File: src/rtl/spi_master_32bit.sv
// Mode-0 SPI master: one 32-bit full-duplex frame, {pitch, yaw} out on PICO,
// {pitch, yaw} captured from POCI, MSB first, SPI_CLK from a programmable divider.
`timescale 1ns/1ps
module spi_master_32bit #(
   parameter int unsigned CLK_DIV = 5
) (
   input  logic        clk,
   input  logic        rst,
   input  logic        start,
   input  logic [15:0] pitch_pwm_in,
   input  logic [15:0] yaw_pwm_in,
   output logic        busy,
   output logic        done,
   output logic [15:0] pitch_data_out,
   output logic [15:0] yaw_data_out,
   output logic        SPI_CLK,
   output logic        SPI_CS,
   output logic        SPI_PICO,
   input  logic        SPI_POCI
);

   localparam int unsigned FRAME_W = 32;
   localparam int unsigned HALF_W  = 16;
   localparam int unsigned BIT_W   = 5;
   localparam int unsigned DIV_W   = $clog2(2*CLK_DIV+1);
   localparam logic [DIV_W-1:0] PHASE_LAST = DIV_W'(CLK_DIV-1);
   localparam logic [DIV_W-1:0] HOLD_LAST  = DIV_W'(2*CLK_DIV-1);

   typedef enum logic [2:0] {IDLE, SETUP, SCK_HIGH, SCK_LOW, HOLD, GAP} state_t;

   state_t               state;
   logic [DIV_W-1:0]     div_cnt;
   logic [BIT_W-1:0]     bit_cnt;
   // Holds only the bits not yet driven; bit 31 goes straight to PICO at accept.
   logic [FRAME_W-2:0]   tx_sr;
   logic [FRAME_W-1:0]   rx_sr;

   always_ff @(posedge clk or negedge rst) begin
      if (!rst) begin
         state          <= IDLE;
         div_cnt        <= '0;
         bit_cnt        <= '0;
         tx_sr          <= '0;
         rx_sr          <= '0;
         busy           <= 1'b0;
         done           <= 1'b0;
         pitch_data_out <= '0;
         yaw_data_out   <= '0;
         SPI_CLK        <= 1'b0;
         SPI_CS         <= 1'b1;
         SPI_PICO       <= 1'b0;
      end else begin
         done <= 1'b0;
         case (state)
            IDLE: begin
               if (start) begin
                  tx_sr    <= {pitch_pwm_in[HALF_W-2:0], yaw_pwm_in};
                  bit_cnt  <= BIT_W'(FRAME_W-1);
                  div_cnt  <= '0;
                  SPI_CS   <= 1'b0;
                  SPI_PICO <= pitch_pwm_in[HALF_W-1];
                  busy     <= 1'b1;
                  state    <= SETUP;
               end
            end
            SETUP, SCK_LOW: begin
               if (div_cnt == PHASE_LAST) begin
                  div_cnt <= '0;
                  SPI_CLK <= 1'b1;
                  rx_sr   <= {rx_sr[FRAME_W-2:0], SPI_POCI};
                  state   <= SCK_HIGH;
               end else begin
                  div_cnt <= div_cnt + DIV_W'(1);
               end
            end
            SCK_HIGH: begin
               if (div_cnt == PHASE_LAST) begin
                  div_cnt <= '0;
                  SPI_CLK <= 1'b0;
                  // The 32nd falling edge starts the CS hold directly.
                  if (bit_cnt == '0) begin
                     state <= HOLD;
                  end else begin
                     SPI_PICO <= tx_sr[FRAME_W-2];
                     tx_sr    <= {tx_sr[FRAME_W-3:0], 1'b0};
                     bit_cnt  <= bit_cnt - BIT_W'(1);
                     state    <= SCK_LOW;
                  end
               end else begin
                  div_cnt <= div_cnt + DIV_W'(1);
               end
            end
            HOLD: begin
               if (div_cnt == HOLD_LAST) begin
                  div_cnt        <= '0;
                  SPI_CS         <= 1'b1;
                  SPI_PICO       <= 1'b0;
                  pitch_data_out <= rx_sr[FRAME_W-1:HALF_W];
                  yaw_data_out   <= rx_sr[HALF_W-1:0];
                  done           <= 1'b1;
                  state          <= GAP;
               end else begin
                  div_cnt <= div_cnt + DIV_W'(1);
               end
            end
            GAP: begin
               if (div_cnt == PHASE_LAST) begin
                  div_cnt <= '0;
                  busy    <= 1'b0;
                  state   <= IDLE;
               end else begin
                  div_cnt <= div_cnt + DIV_W'(1);
               end
            end
            default: state <= IDLE;
         endcase
      end
   end

endmodule
File: config.mk
export PLATFORM = sky130hd
export DESIGN_NAME = spi_master_32bit
export DESIGN_NICKNAME = d
export VERILOG_FILES = /design/src/rtl/spi_master_32bit.sv
export SDC_FILE = /design/constraint.sdc
export NUM_CORES = 1
export LEC_CHECK = 0
export ABC_AREA = 1
export CORE_MARGIN = 2
export CORE_UTILIZATION = 30
export CTS_BUF_LIST = sky130_fd_sc_hd__clkbuf_4
export DETAILED_ROUTE_END_ITERATION = 8
export PLACE_DENSITY = 0.58
export SYNTH_ARGS = -nofsm -noshare
export SYNTH_HDL_FRONTEND = slang
export SYNTH_SLANG_ARGS = --single-unit
File: constraint.sdc
create_clock -name clk -period 2.6 [get_ports clk]
set_input_delay 0.52 -clock clk [delete_from_list [all_inputs] [get_ports clk]]
set_output_delay 0.52 -clock clk [all_outputs]
set_load 0.01 [all_outputs]
==> impl_metrics.prom <==
# TYPE chip_impl_metric gauge
chip_impl_metric{name="worstPathRequired",unit="ns"} 2.08
chip_impl_metric{name="detail_route.iter0.violations",unit=""} 219
chip_impl_metric{name="ios",unit=""} 73
chip_impl_metric{name="antenna_found_initial",unit=""} 0
chip_impl_metric{name="antenna_violating_nets_post_route",unit=""} 0
chip_impl_metric{name="final_cell_count_no_fill",unit=""} 888
chip_impl_metric{name="totalNegativeSetupSlack",unit="ns"} 0
chip_impl_metric{name="antennaDiodeCount",unit=""} 0
chip_impl_metric{name="synth-edff-count",unit=""} 0
chip_impl_info{name="post-synth-top-count-cell",value="sky130_fd_sc_hd__nand2_1"} 1
chip_impl_metric{name="crit_path_max_fanout",unit=""} 2
chip_impl_info{name="synth_top_cell_by_area",value="sky130_fd_sc_hd__dfrtp_1"} 1
chip_impl_metric{name="critical_path_arrival",unit="ns"} 1.57
chip_impl_metric{name="max_clock_freq",unit="MHz"} 477.5
chip_impl_info{name="setup.worst_path.start_class",value="register"} 1
chip_impl_metric{name="design.die.area",unit="sq um"} 17310
chip_impl_metric{name="distinct_cells_synth",unit=""} 24
chip_impl_metric{name="worst_clock_skew",unit="ns"} 0.01885
chip_impl_metric{name="multi_input_comb_area",unit="sq um"} 1755
chip_impl_metric{name="syn_inst",unit=""} 602
chip_impl_metric{name="gp_congestion",unit=""} 0.7626
chip_impl_info{name="crit_path_end_kind",value="output port"} 1
chip_impl_metric{name="ys_async_sr_fraction",unit=""} 1.000
chip_impl_info{name="setup_crit_path_kind",value="reg2out"} 1
chip_impl_metric{name="final_hold_viol_count",unit=""} 0
chip_impl_metric{name="seqCellArea",unit="sq um"} 2804
chip_impl_info{name="synth.top_cells.by_area",value="sky130_fd_sc_hd__dfrtp_1 57%, sky130_fd_sc_hd__nand2_1 22%, sky130_fd_sc_hd__o21ai_0 7.1%"} 1
chip_impl_metric{name="chipHeight",unit="um"} 131.6
chip_impl_metric{name="maxCapViolCount",unit=""} 0
chip_impl_metric{name="clock_tree.buffer_depth",unit=""} 2
chip_impl_metric{name="design_power_total",unit="mW"} 4.982
chip_impl_info{name="crit_slowest_cell",value="sky130_fd_sc_hd__dfstp_2"} 1
chip_impl_metric{name="syn_avg_cell_area",unit="sq um"} 8.110
chip_impl_info{name="status",value="complete, no violations"} 1
chip_impl_metric{name="relSlewSlack",unit=""} 0.6278
chip_impl_metric{name="nNetsFinal",unit=""} 707
chip_impl_metric{name="drt_wl_total",unit="um"} 10680
chip_impl_metric{name="firstDrtPassIters",unit=""} 4
chip_impl_metric{name="timing.critical_path.slowest_cell_delay",unit="ns"} 0.56
chip_impl_metric{name="cts.sink_count",unit=""} 112
chip_impl_metric{name="total_leakage_power",unit="nW"} 2.871
chip_impl_metric{name="minimum_clock_period",unit="ns"} 2.094
chip_impl_metric{name="cell_pwr_density",unit="nW/um^2"} 838.6
chip_impl_metric{name="routed_wirelength_normalized_by_instance_count",unit="um"} 12.03
chip_impl_metric{name="syn_nets",unit=""} 642
chip_impl_metric{name="detailroute.via_count",unit=""} 3890
chip_impl_metric{name="final_layout_size_suffix_gt1_frac",unit=""} 0.05655
chip_impl_metric{name="syn2layout_area_growth",unit="%"} 21.68
chip_impl_metric{name="port_buffers",unit=""} 72
chip_impl_metric{name="clock_transition_at_the_registers_of_the_reported_paths",unit="ns"} 0.17
chip_impl_info{name="synth_flop_cell",value="sky130_fd_sc_hd__dfrtp_1"} 1
chip_impl_metric{name="grt_pass1_wl",unit="um"} 18630
chip_impl_info{name="post_synth_most_frequent_cells",value="292 x sky130_fd_sc_hd__nand2_1, 111 x sky130_fd_sc_hd__dfrtp_1, 69 x sky130_fd_sc_hd__o21ai_0, 46 x sky130_fd_sc_hd__inv_1"} 1
chip_impl_metric{name="place.detailed.hpwl",unit="um"} 7047
chip_impl_metric{name="cts_repair_resized_insts",unit=""} 0
chip_impl_metric{name="synth_largest_type_area_fraction",unit=""} 0.5689
chip_impl_metric{name="worstSkewPairLatency",unit="ns"} 0.50
chip_impl_metric{name="ir_drop",unit="V"} 0.0003229
chip_impl_metric{name="start_util",unit=""} 0.3073
chip_impl_metric{name="cts.htree.levels",unit=""} 3
chip_impl_metric{name="yosys_warnings",unit=""} 0
chip_impl_metric{name="worst_pin_slew",unit="ns"} 0.5575
chip_impl_metric{name="grt_use_total",unit=""} 0.1307
chip_impl_info{name="cpLargestDelayFamily",value="flip-flops"} 1
chip_impl_metric{name="drcViolationCount",unit=""} 0
chip_impl_metric{name="grt.overflow.total",unit=""} 0
chip_impl_info{name="critical_path_cell_by_cell",value="clkdlybuf4s50_1"} 1
chip_impl_metric{name="finalCritPeriodShare",unit=""} 0.8055
chip_impl_metric{name="pin_count_of_the_biggest_net_entering_global_routing",unit=""} 52
chip_impl_info{name="rsz0062_at_grt",value="no"} 1
chip_impl_info{name="hold_path_class",value="reg2reg"} 1
chip_impl_metric{name="core_area",unit="sq um"} 15890
chip_impl_metric{name="setup_viol_count_final",unit=""} 0
chip_impl_metric{name="synth_area",unit="sq um"} 4882
chip_impl_metric{name="detail_route.vias_per_cell",unit=""} 4.381
chip_impl_metric{name="rows",unit=""} 46
chip_impl_metric{name="die_w",unit="um"} 131.6
chip_impl_metric{name="n_fill_cell",unit=""} 1661
chip_impl_metric{name="post-place-cells",unit=""} 871
chip_impl_info{name="cts_tree",value="yes"} 1
chip_impl_metric{name="critical_path.n_buffers_inverters",unit=""} 1
chip_impl_metric{name="synth_seq_area_share",unit=""} 0.5743
chip_impl_metric{name="cts_inserted_buffers",unit=""} 9
chip_impl_metric{name="first_global_vias",unit=""} 3899
chip_impl_metric{name="ys_ff_latch",unit=""} 112
chip_impl_metric{name="post-cts-setup-buffer-count",unit=""} 0
chip_impl_info{name="ctsRootBufferMaster",value="sky130_fd_sc_hd__clkbuf_4"} 1
chip_impl_metric{name="drv_slew",unit=""} 0
area by class of cell:
type | count | area share
clock inverter | 7 | 0.009267
timing repair buffer | 81 | 0.1348
clock buffer | 9 | 0.01137
sequential | 112 | 0.4720
inverter | 50 | 0.03159
tap | 216 | 0.04549
multi-input combinational | 413 | 0.2955
stage by stage:
step	util	setup WS, ns	hold WS (ns)	area, sq um
floorplan	-	1.018	0.2244	4882
global placement	0.3656	0.6414	0.4574	5808
detailed placement	0.3656	0.5909	0.4584	5808
CTS	0.3740	0.4488	0.4810	5941
global route	0.3740	0.2509	0.5187	5941
finish	0.3740	0.5056	0.4745	5941
state kept, by name, indices dropped and copies added, names as in the netlist:
name,cells
SPI_CLK,1
SPI_CS,1
SPI_PICO,1
bit_cnt,5
busy,1
div_cnt,4
done,1
pitch_data_out,16
rx_sr,32
state,3
tx_sr,31
yaw_data_out,16
worst paths after layout:
check / startpoint / to / slack (ns) / depth (start not counted)
max: SPI_CS / SPI_CS / 0.51 / 1
min: SPI_CS / SPI_CS / 0.47 / 2
max reg2reg: div_cnt[0] / tx_sr[18] / 0.57 / 10
min reg2reg: SPI_CS / SPI_CS / 0.47 / 2
max in group asynchronous: rst / rx_sr[21] / 1.33 / 3
min in group asynchronous: rst / bit_cnt[1] / 0.52 / 2
power breakdown:
part | total [mW] | internal (mW) | leakage (nW) | switching [mW]
clock network | 0.817 | 0.205 | 0.0581 | 0.612
registers | 2.36 | 2.12 | 1.48 | 0.243
logic | 1.81 | 0.604 | 1.33 | 1.20
total | 4.98 | 2.92 | 2.87 | 2.06
per-layer routing:
layer	GRT usage	vias up	share of wire
li1	-	1982	-
met1	0.1752	1805	0.49
met2	0.1975	89	0.43
met3	0.03935	14	0.063
met4	0.05314	0	0.017
met5	0	-	0
kinds of logic after synthesis:
group / count (synthesis) / synth area share
AND/OR/NAND/NOR: 331 / 0.2658
flip-flops: 112 / 0.5743
buffers and inverters: 77 / 0.06714
AO/OA/AOI/OAI: 76 / 0.07893
adder cells (fa/ha/maj): 4 / 0.01025
XOR/XNOR: 2 / 0.003589
repair_timing:
item	CTS	global route
hold buffers	1	0
endpoints found under the hold margin	35	0
setup endpoints to repair	0	0
layout by cell type (no fill, tap or decap), types with 2 or more instances in the layout:
cell type and instances:
sky130_fd_sc_hd__buf_4 8, sky130_fd_sc_hd__clkbuf_4 9, sky130_fd_sc_hd__inv_2 4, sky130_fd_sc_hd__nor2_1 14, sky130_fd_sc_hd__a21oi_1 5, sky130_fd_sc_hd__xor2_1 2, sky130_fd_sc_hd__nand2_1 290, sky130_fd_sc_hd__clkdlybuf4s50_1 71
sky130_fd_sc_hd__nand3_1 14, sky130_fd_sc_hd__nor2_2 2, sky130_fd_sc_hd__nand4_1 3, sky130_fd_sc_hd__nand2_2 4, sky130_fd_sc_hd__dfrtp_1 111, sky130_fd_sc_hd__o21ai_0 69, sky130_fd_sc_hd__clkinvlp_4 3, sky130_fd_sc_hd__inv_1 46
sky130_fd_sc_hd__ha_1 4
(Power assumes the default switching activity.)
